==> config.mk <==
export PLATFORM = sky130hd
export DESIGN_NAME = ram_proc_mmio
export DESIGN_NICKNAME = d
export VERILOG_FILES = /design/src/rtl/proc_pkg.sv /design/src/rtl/sync_ram.sv /design/src/rtl/ram_proc_mmio.sv
export SDC_FILE = /design/constraint.sdc
export NUM_CORES = 1
export LEC_CHECK = 0
export CAP_MARGIN = 20
export CORE_MARGIN = 5
export CORE_UTILIZATION = 40
export CTS_BUF_LIST = sky130_fd_sc_hd__clkbuf_16
export DETAILED_ROUTE_END_ITERATION = 16
export REMOVE_ABC_BUFFERS = 1
export SLEW_MARGIN = 25
export SYNTH_ARGS = -nofsm -noshare
export SYNTH_HDL_FRONTEND = slang
export SYNTH_SLANG_ARGS = --single-unit
==> constraint.sdc <==
create_clock -name clock -period 3.3 [get_ports clock]
set_input_delay 0.825 -clock clock [delete_from_list [all_inputs] [get_ports clock]]
set_output_delay 0.825 -clock clock [all_outputs]
set_load 0.005 [all_outputs]
==> src/rtl/proc_pkg.sv <==
// Shared encodings for the processor MMIO slice: bus region select and
// run-control FSM states.
package proc_pkg;

  // Region a processor address decodes to; NONE marks unmapped space.
  typedef enum logic [1:0] {
    SEL_NONE = 2'd0,
    SEL_RAM  = 2'd1,
    SEL_IO   = 2'd2
  } sel_t;

  // Run-control FSM states.
  typedef enum logic [1:0] {
    ST_IDLE = 2'd0,
    ST_RUN  = 2'd1,
    ST_DONE = 2'd2
  } state_t;

endpackage

==> src/rtl/sync_ram.sv <==
// Single-port synchronous RAM with a registered read port. The read samples
// the array before the same-edge write lands, so a read of the address being
// written returns the previous contents. Contents are never reset.
module sync_ram #(
  parameter int DATA_W = 16,
  parameter int RAM_AW = 6
) (
  input  logic              clk,
  input  logic              we,
  input  logic [RAM_AW-1:0] addr,
  input  logic [DATA_W-1:0] wdata,
  output logic [DATA_W-1:0] rdata
);

  logic [DATA_W-1:0] mem_r [2**RAM_AW];

  // Array write and registered read-before-write data path.
  always_ff @(posedge clk) begin
    if (we) begin
      mem_r[addr] <= wdata;
    end
    rdata <= mem_r[addr];
  end

endmodule

==> src/rtl/ram_proc_mmio.sv <==
// Processor-side memory system: address decode into RAM / output-register
// window / unmapped space, one-cycle read mux, sticky bus-error flag, and a
// run-control FSM that counts the cycles spent in RUN.
module ram_proc_mmio import proc_pkg::*; #(
  parameter int                DATA_W  = 16,
  parameter int                ADDR_W  = 16,
  parameter int                RAM_AW  = 6,
  parameter int                N_OUT   = 4,
  parameter logic [ADDR_W-1:0] IO_BASE = 16'h1000,
  parameter int                CNT_W   = 32
) (
  input  logic                    clock,
  input  logic                    reset,
  input  logic                    run,
  input  logic [ADDR_W-1:0]       procAddr,
  input  logic [DATA_W-1:0]       procDout,
  input  logic                    procW,
  input  logic                    procDone,
  output logic [DATA_W-1:0]       procDin,
  output logic                    done,
  output logic [CNT_W-1:0]        cycles,
  output logic [N_OUT*DATA_W-1:0] outRegs,
  output logic                    busErr
);

  localparam int                IDX_W   = (N_OUT > 1) ? $clog2(N_OUT) : 1;
  // Compares are done one bit wider so the window ends cannot overflow.
  localparam logic [ADDR_W:0]   RAM_END = (ADDR_W + 1)'(2 ** RAM_AW);
  localparam logic [ADDR_W:0]   IO_END  = {1'b0, IO_BASE} + (ADDR_W + 1)'(N_OUT);
  localparam logic [CNT_W-1:0]  CNT_MAX = {CNT_W{1'b1}};

  sel_t              sel_s;
  sel_t              sel_r;
  logic [IDX_W-1:0]  io_idx_s;
  logic              ram_we_s;
  logic [DATA_W-1:0] ram_q_s;
  logic [DATA_W-1:0] io_rd_r;
  logic [DATA_W-1:0] out_regs_r [N_OUT];
  logic              bus_err_r;
  state_t            state_r;
  state_t            state_n_s;
  logic              done_r;
  logic [CNT_W-1:0]  cycles_r;

  // Address decode; RAM wins if the IO window were ever placed over it.
  always_comb begin
    sel_s    = SEL_NONE;
    io_idx_s = IDX_W'(procAddr - IO_BASE);
    if ({1'b0, procAddr} < RAM_END) begin
      sel_s = SEL_RAM;
    end else if ((procAddr >= IO_BASE) && ({1'b0, procAddr} < IO_END)) begin
      sel_s = SEL_IO;
    end else begin
      sel_s = SEL_NONE;
    end
  end

  // RAM write enable, held off while reset is asserted.
  always_comb begin
    ram_we_s = 1'b0;
    if (procW && (sel_s == SEL_RAM) && !reset) begin
      ram_we_s = 1'b1;
    end else begin
      ram_we_s = 1'b0;
    end
  end

  sync_ram #(
    .DATA_W (DATA_W),
    .RAM_AW (RAM_AW)
  ) u_ram (
    .clk   (clock),
    .we    (ram_we_s),
    .addr  (procAddr[RAM_AW-1:0]),
    .wdata (procDout),
    .rdata (ram_q_s)
  );

  // Output-register file: cleared by reset, loaded by IO-window writes.
  always_ff @(posedge clock) begin
    if (reset) begin
      for (int k = 0; k < N_OUT; k++) begin
        out_regs_r[k] <= {DATA_W{1'b0}};
      end
    end else if (procW && (sel_s == SEL_IO)) begin
      out_regs_r[io_idx_s] <= procDout;
    end
  end

  // Region select and IO read data registered together with the RAM read,
  // so the mux below stays aligned and IO reads see pre-write values.
  always_ff @(posedge clock) begin
    if (reset) begin
      sel_r   <= SEL_NONE;
      io_rd_r <= {DATA_W{1'b0}};
    end else begin
      sel_r   <= sel_s;
      io_rd_r <= out_regs_r[io_idx_s];
    end
  end

  // Read-data mux; unmapped reads return zero.
  always_comb begin
    procDin = {DATA_W{1'b0}};
    case (sel_r)
      SEL_RAM: procDin = ram_q_s;
      SEL_IO:  procDin = io_rd_r;
      default: procDin = {DATA_W{1'b0}};
    endcase
  end

  // Sticky bus error: any cycle presenting an unmapped address sets it.
  always_ff @(posedge clock) begin
    if (reset) begin
      bus_err_r <= 1'b0;
    end else if (sel_s == SEL_NONE) begin
      bus_err_r <= 1'b1;
    end
  end

  // FSM next state; run takes priority over procDone while idle.
  always_comb begin
    state_n_s = state_r;
    case (state_r)
      ST_IDLE: begin
        if (run) state_n_s = ST_RUN;
        else     state_n_s = ST_IDLE;
      end
      ST_RUN: begin
        if (procDone) state_n_s = ST_DONE;
        else          state_n_s = ST_RUN;
      end
      ST_DONE: begin
        if (!run) state_n_s = ST_IDLE;
        else      state_n_s = ST_DONE;
      end
      default: state_n_s = ST_IDLE;
    endcase
  end

  // FSM state and registered done flag.
  always_ff @(posedge clock) begin
    if (reset) begin
      state_r <= ST_IDLE;
      done_r  <= 1'b0;
    end else begin
      state_r <= state_n_s;
      done_r  <= (state_n_s == ST_DONE);
    end
  end

  // Run-cycle counter: cleared on entry to RUN, saturating count while in RUN.
  always_ff @(posedge clock) begin
    if (reset) begin
      cycles_r <= {CNT_W{1'b0}};
    end else if ((state_r == ST_IDLE) && (state_n_s == ST_RUN)) begin
      cycles_r <= {CNT_W{1'b0}};
    end else if ((state_r == ST_RUN) && (cycles_r != CNT_MAX)) begin
      cycles_r <= cycles_r + {{(CNT_W-1){1'b0}}, 1'b1};
    end
  end

  for (genvar k = 0; k < N_OUT; k++) begin : g_out
    assign outRegs[k*DATA_W +: DATA_W] = out_regs_r[k];
  end

  assign done   = done_r;
  assign cycles = cycles_r;
  assign busErr = bus_err_r;

endmodule

==> summary.md <==
| Metric | Value |
|---|---|
| Outcome | `complete, no violations` |
| Hold Slack | `494 ps` |
| Rel. slew slack | `36.6%` |
| Worst setup SP type | `flip-flop` |
| Area of the multi-input gates | `0.0101 mm^2` |
| Starting Density | `40.2%` |
| Post-Synth XOR/XNOR Area | `0.505%` |
| Port bufs | `150` |
| Global routing's busiest layer | `met2` |
| Fmax | `320 MHz` |
| Critical R2R Launch | `u_ram.mem_r[62][9]` |
| Fin util | `49.8%` |
| VDD IR max | `0.431 mV` |
| Fin. max-slew vios | `0` |
| Reg power frac | `52.2%` |
| Pre-CTS setup slack | `-430 ps` |
| Number of synthesized flops with an enable pin | `1088` |
| WS Path Type | `reg -> out` |
| R2R setup slack | `600 ps` |
| All-Layer GR Usage | `24.2%` |
| Vias per inst | `6.03` |
| Part of the cycle the worst path needs | `94.6%` |
| Worst Hold Class | `reg -> reg` |
| Distinct cells, synth | `66` |
| Post-CTS Hold Buffers | `0` |
| Synth Area in Simple Gates | `5.03%` |
| Syn Area/Cell | `17.1 um^2` |
| Largest family of logic cells by synthesized area | `compound AO/OA/AOI/OAI gates` |
| Sw frac | `22.3%` |
| Pleak | `18.8 nW` |
| Setup Fix Bufs, Post-CTS | `0` |
| Setup Skew | `20.0 ps` |
| Setup TNS | `0 ps` |
| Antenna Violating Nets Remaining | `0` |
| Initial DRC Count | `3800` |
| Crit path launch | `sel_r[0]` |
| Largest net degree at the start of global routing | `69` |
| Die W | `346 um` |
| Routed WL | `149000 um` |
| Placed Cells | `4531` |
| Worst Max-Slew Pin Slew | `951 ps` |
| Grt total ovfl | `0` |
| CP Max Fanout | `16` |
| Clock Sinks | `1158` |
| Top FF cell, synth | `edfxtp_1` |
| First-pass GRT wire length | `212000 um` |
| CTS clk-pin slew, worst paths | `60 ps` |
| Drt pass-1 iters | `6` |
| Mapped Cells | `2641` |
| Total number of vias | `28623` |
| Fin cells | `4744` |
| Final Critical Period | `3120 ps` |
| Drt wl/cell | `31.4 um` |
| CP endpoint | `procDin[7]` |
| Register cell area after layout | `0.0341 mm^2` |
| HPWL after DPL | `98800 um` |
| Area Growth Syn to Fin | `24.0%` |
| Data required time of the critical path | `2470 ps` |
| PD cells | `556 mW/mm^2` |
| Nets | `3187` |
| Filler cells | `9171` |
| Maxcap violations | `0` |
| Post-Synth Adder-Cell Area | `0.0833%` |
| Clock share of power | `40.8%` |
| Synthesis-stage register bit count | `1158` |
| Yosys Warn Count | `0` |
| H-tree depth | `3` |
| FP Rows | `123` |
| RePlAce Congestion | `0.948` |
| Die Span Y | `346 um` |
| CTS Root Cell | `clkbuf_16` |
| Setup violators final | `0` |
| Sw Pwr | `6.92 mW` |
| Final worst setup slack | `179 ps` |
| Final hold vios | `0` |
| GR Util met2 | `38.7%` |
| CTS buffer count | `114` |
| Drt drc | `0` |
| Vias in the first global route | `28359` |
| Compound-Gate Fraction of Synth Area | `8.84%` |
| Internal Power | `24.2 mW` |
| Mux share of post-synthesis cell area | `7.82%` |
| CTS tree | `yes` |
| Met3 GRT Util | `4.77%` |
| Hold path depth | `1` |
| Synthesized area | `0.0451 mm^2` |
| GRT met1 Usage | `32.6%` |
| Layout cells sized above 1 | `23.6%` |
| Async SR Flop Fraction | `0%` |
| WP data arrival | `2300 ps` |
| Max Root-Sink Buffers | `3` |
| FF-to-FF End | `u_ram.rdata[9]` |
| Initial antenna violation count | `8` |
| R2R cell count | `7` |
| Total Die Area | `0.119 mm^2` |
| RSZ-0062 raised after global routing | `false` |
| Clk_lat worst skew | `700 ps` |
| Sequential element share of the synthesized area | `75.6%` |
| Endpoint type of the worst setup path | `output pin` |
| Boundary pin count | `151` |
| Combinational power share | `7.0%` |
| Core footprint | `0.112 mm^2` |
-- routing by layer --
metal / vias up / share of wire, %
li1: 11749 / -
met1: 14729 / 38
met2: 1809 / 47
met3: 334 / 9.9
met4: 2 / 4.9
met5: - / 0.0087
-- state kept, by name, indices dropped and copies added (netlist names) --
| signal | flops |
|---|---|
| busErr | 1 |
| cycles | 32 |
| done | 1 |
| io_rd_r | 16 |
| out_regs_r | 64 |
| sel_r | 2 |
| state_r | 2 |
| u_ram.mem_r | 1024 |
| u_ram.rdata | 16 |
-- metrics by stage --
step | instance area (um^2) | total power, mW
2_1_floorplan | 44200 | 17.1
3_3_place_gp | 52200 | 18.7
3_5_place_dp | 52200 | 18.7
4_1_cts | 55900 | 31.2
5_1_grt | 55900 | 31.9
6_report | 55900 | 31.1
-- power by group through the flow --
stage	Combinational [mW]	Clock, mW	Sequential (mW)
after CTS	2.14	12.8	16.2
after floorplan	0.612	0	16.5
after global placement	2.11	0	16.5
after detailed placement	2.13	0	16.5
after global routing	2.23	13.4	16.2
final	2.17	12.7	16.2
-- synthesized netlist by cell type, types with 5 or more instances --
| cell | n | area share (%) |
|---|---|---|
| or4_1 | 5 | 0.083 |
| mux2_2 | 82 | 2.0 |
| o22a_1 | 5 | 0.097 |
| o22ai_1 | 49 | 0.68 |
| and4_1 | 9 | 0.17 |
| clkbuf_1 | 79 | 0.66 |
| and3_1 | 57 | 0.79 |
| nand3_1 | 27 | 0.30 |
| o211ai_1 | 6 | 0.10 |
| and2_1 | 43 | 0.60 |
| nor2_1 | 168 | 1.4 |
| buf_2 | 48 | 0.53 |
| mux2i_1 | 117 | 2.6 |
| a221oi_1 | 117 | 2.3 |
| nand4_1 | 21 | 0.29 |
| xnor2_1 | 10 | 0.19 |
| dfxtp_1 | 70 | 3.1 |
| o221ai_1 | 13 | 0.25 |
| nor2b_1 | 10 | 0.14 |
| a311oi_1 | 5 | 0.097 |
| o21ai_0 | 75 | 0.83 |
| buf_1 | 16 | 0.13 |
| edfxtp_1 | 1088 | 73 |
| or3_1 | 13 | 0.18 |
| inv_1 | 6 | 0.050 |
| a22o_1 | 27 | 0.52 |
| xor2_1 | 16 | 0.31 |
| nor3_1 | 13 | 0.14 |
| a21oi_1 | 70 | 0.78 |
| a222oi_1 | 9 | 0.20 |
| a22oi_1 | 108 | 1.8 |
| buf_6 | 10 | 0.25 |
| a221o_1 | 23 | 0.51 |
| a211oi_1 | 8 | 0.13 |
| mux4_2 | 63 | 3.1 |
| nand2_1 | 69 | 0.57 |
| buf_4 | 27 | 0.45 |
| a31oi_1 | 10 | 0.14 |
-- worst max-delay path, stage by stage (launching register included) --
cell and delay (ps):
dfxtp_1 310, inv_1 60, ha_2 350, a22oi_1 150, nor2_1 190, clkdlybuf4s50_1 540
-- logic make-up (layout without fill, tap and decap cells) --
family,Yosys count,after routing
other cells,0,3
simple gates,454,454
buf+inv,190,790
xor+xnor,26,26
flops,1158,1158
fa+ha+maj,3,3
mux,263,263
compound gates,547,547
-- cells in the final DEF, fill, tap and decap left out, types with 13 or more instances in the layout --
cell type,n
a22o_1,27
edfxtp_1,1088
clkdlybuf4s50_1,131
o21ai_0,75
a221oi_1,117
o22ai_1,49
nor2_1,165
inv_1,33
buf_4,297
dfxtp_1,70
and3_1,57
a221o_1,23
a22oi_1,108
nor3_1,13
or3_1,13
buf_2,16
clkbuf_16,116
a21oi_1,70
and2_1,42
nand4_1,21
nand2_1,69
mux2i_1,117
clkinv_2,22
o221ai_1,13
clkinv_1,27
buf_12,123
nand3_1,27
mux2_2,82
mux4_2,63
xor2_1,16
-- worst min path at each step --
stage                       to  slack, ps  startpoint
CTS                 state_r[0]        500  state_r[1]
global route        state_r[0]        530  state_r[1]
detailed placement  state_r[0]        490  state_r[1]
floorplan           state_r[0]        460  state_r[1]
global placement    state_r[0]        480  state_r[1]
finish              state_r[0]        490  state_r[1]
-- repair_timing --
action                     in CTS  in global routing
hold endpoints to repair        0                  0
setup endpoints to repair       3                 13
resized for setup               1                  1
-- cell type report --
cell class              count  share of cell area [%]
multi-input cells        1293                    18.1
clock buffers             116                    5.20
flip-flops and latches   1158                    61.0
well taps                1500                    3.36
repair buffers            570                    11.0
inverters                  10                  0.0672
clock inverters            94                    1.27
diodes                      3                  0.0134
Note: power is estimated with default switching activity, not from simulation.
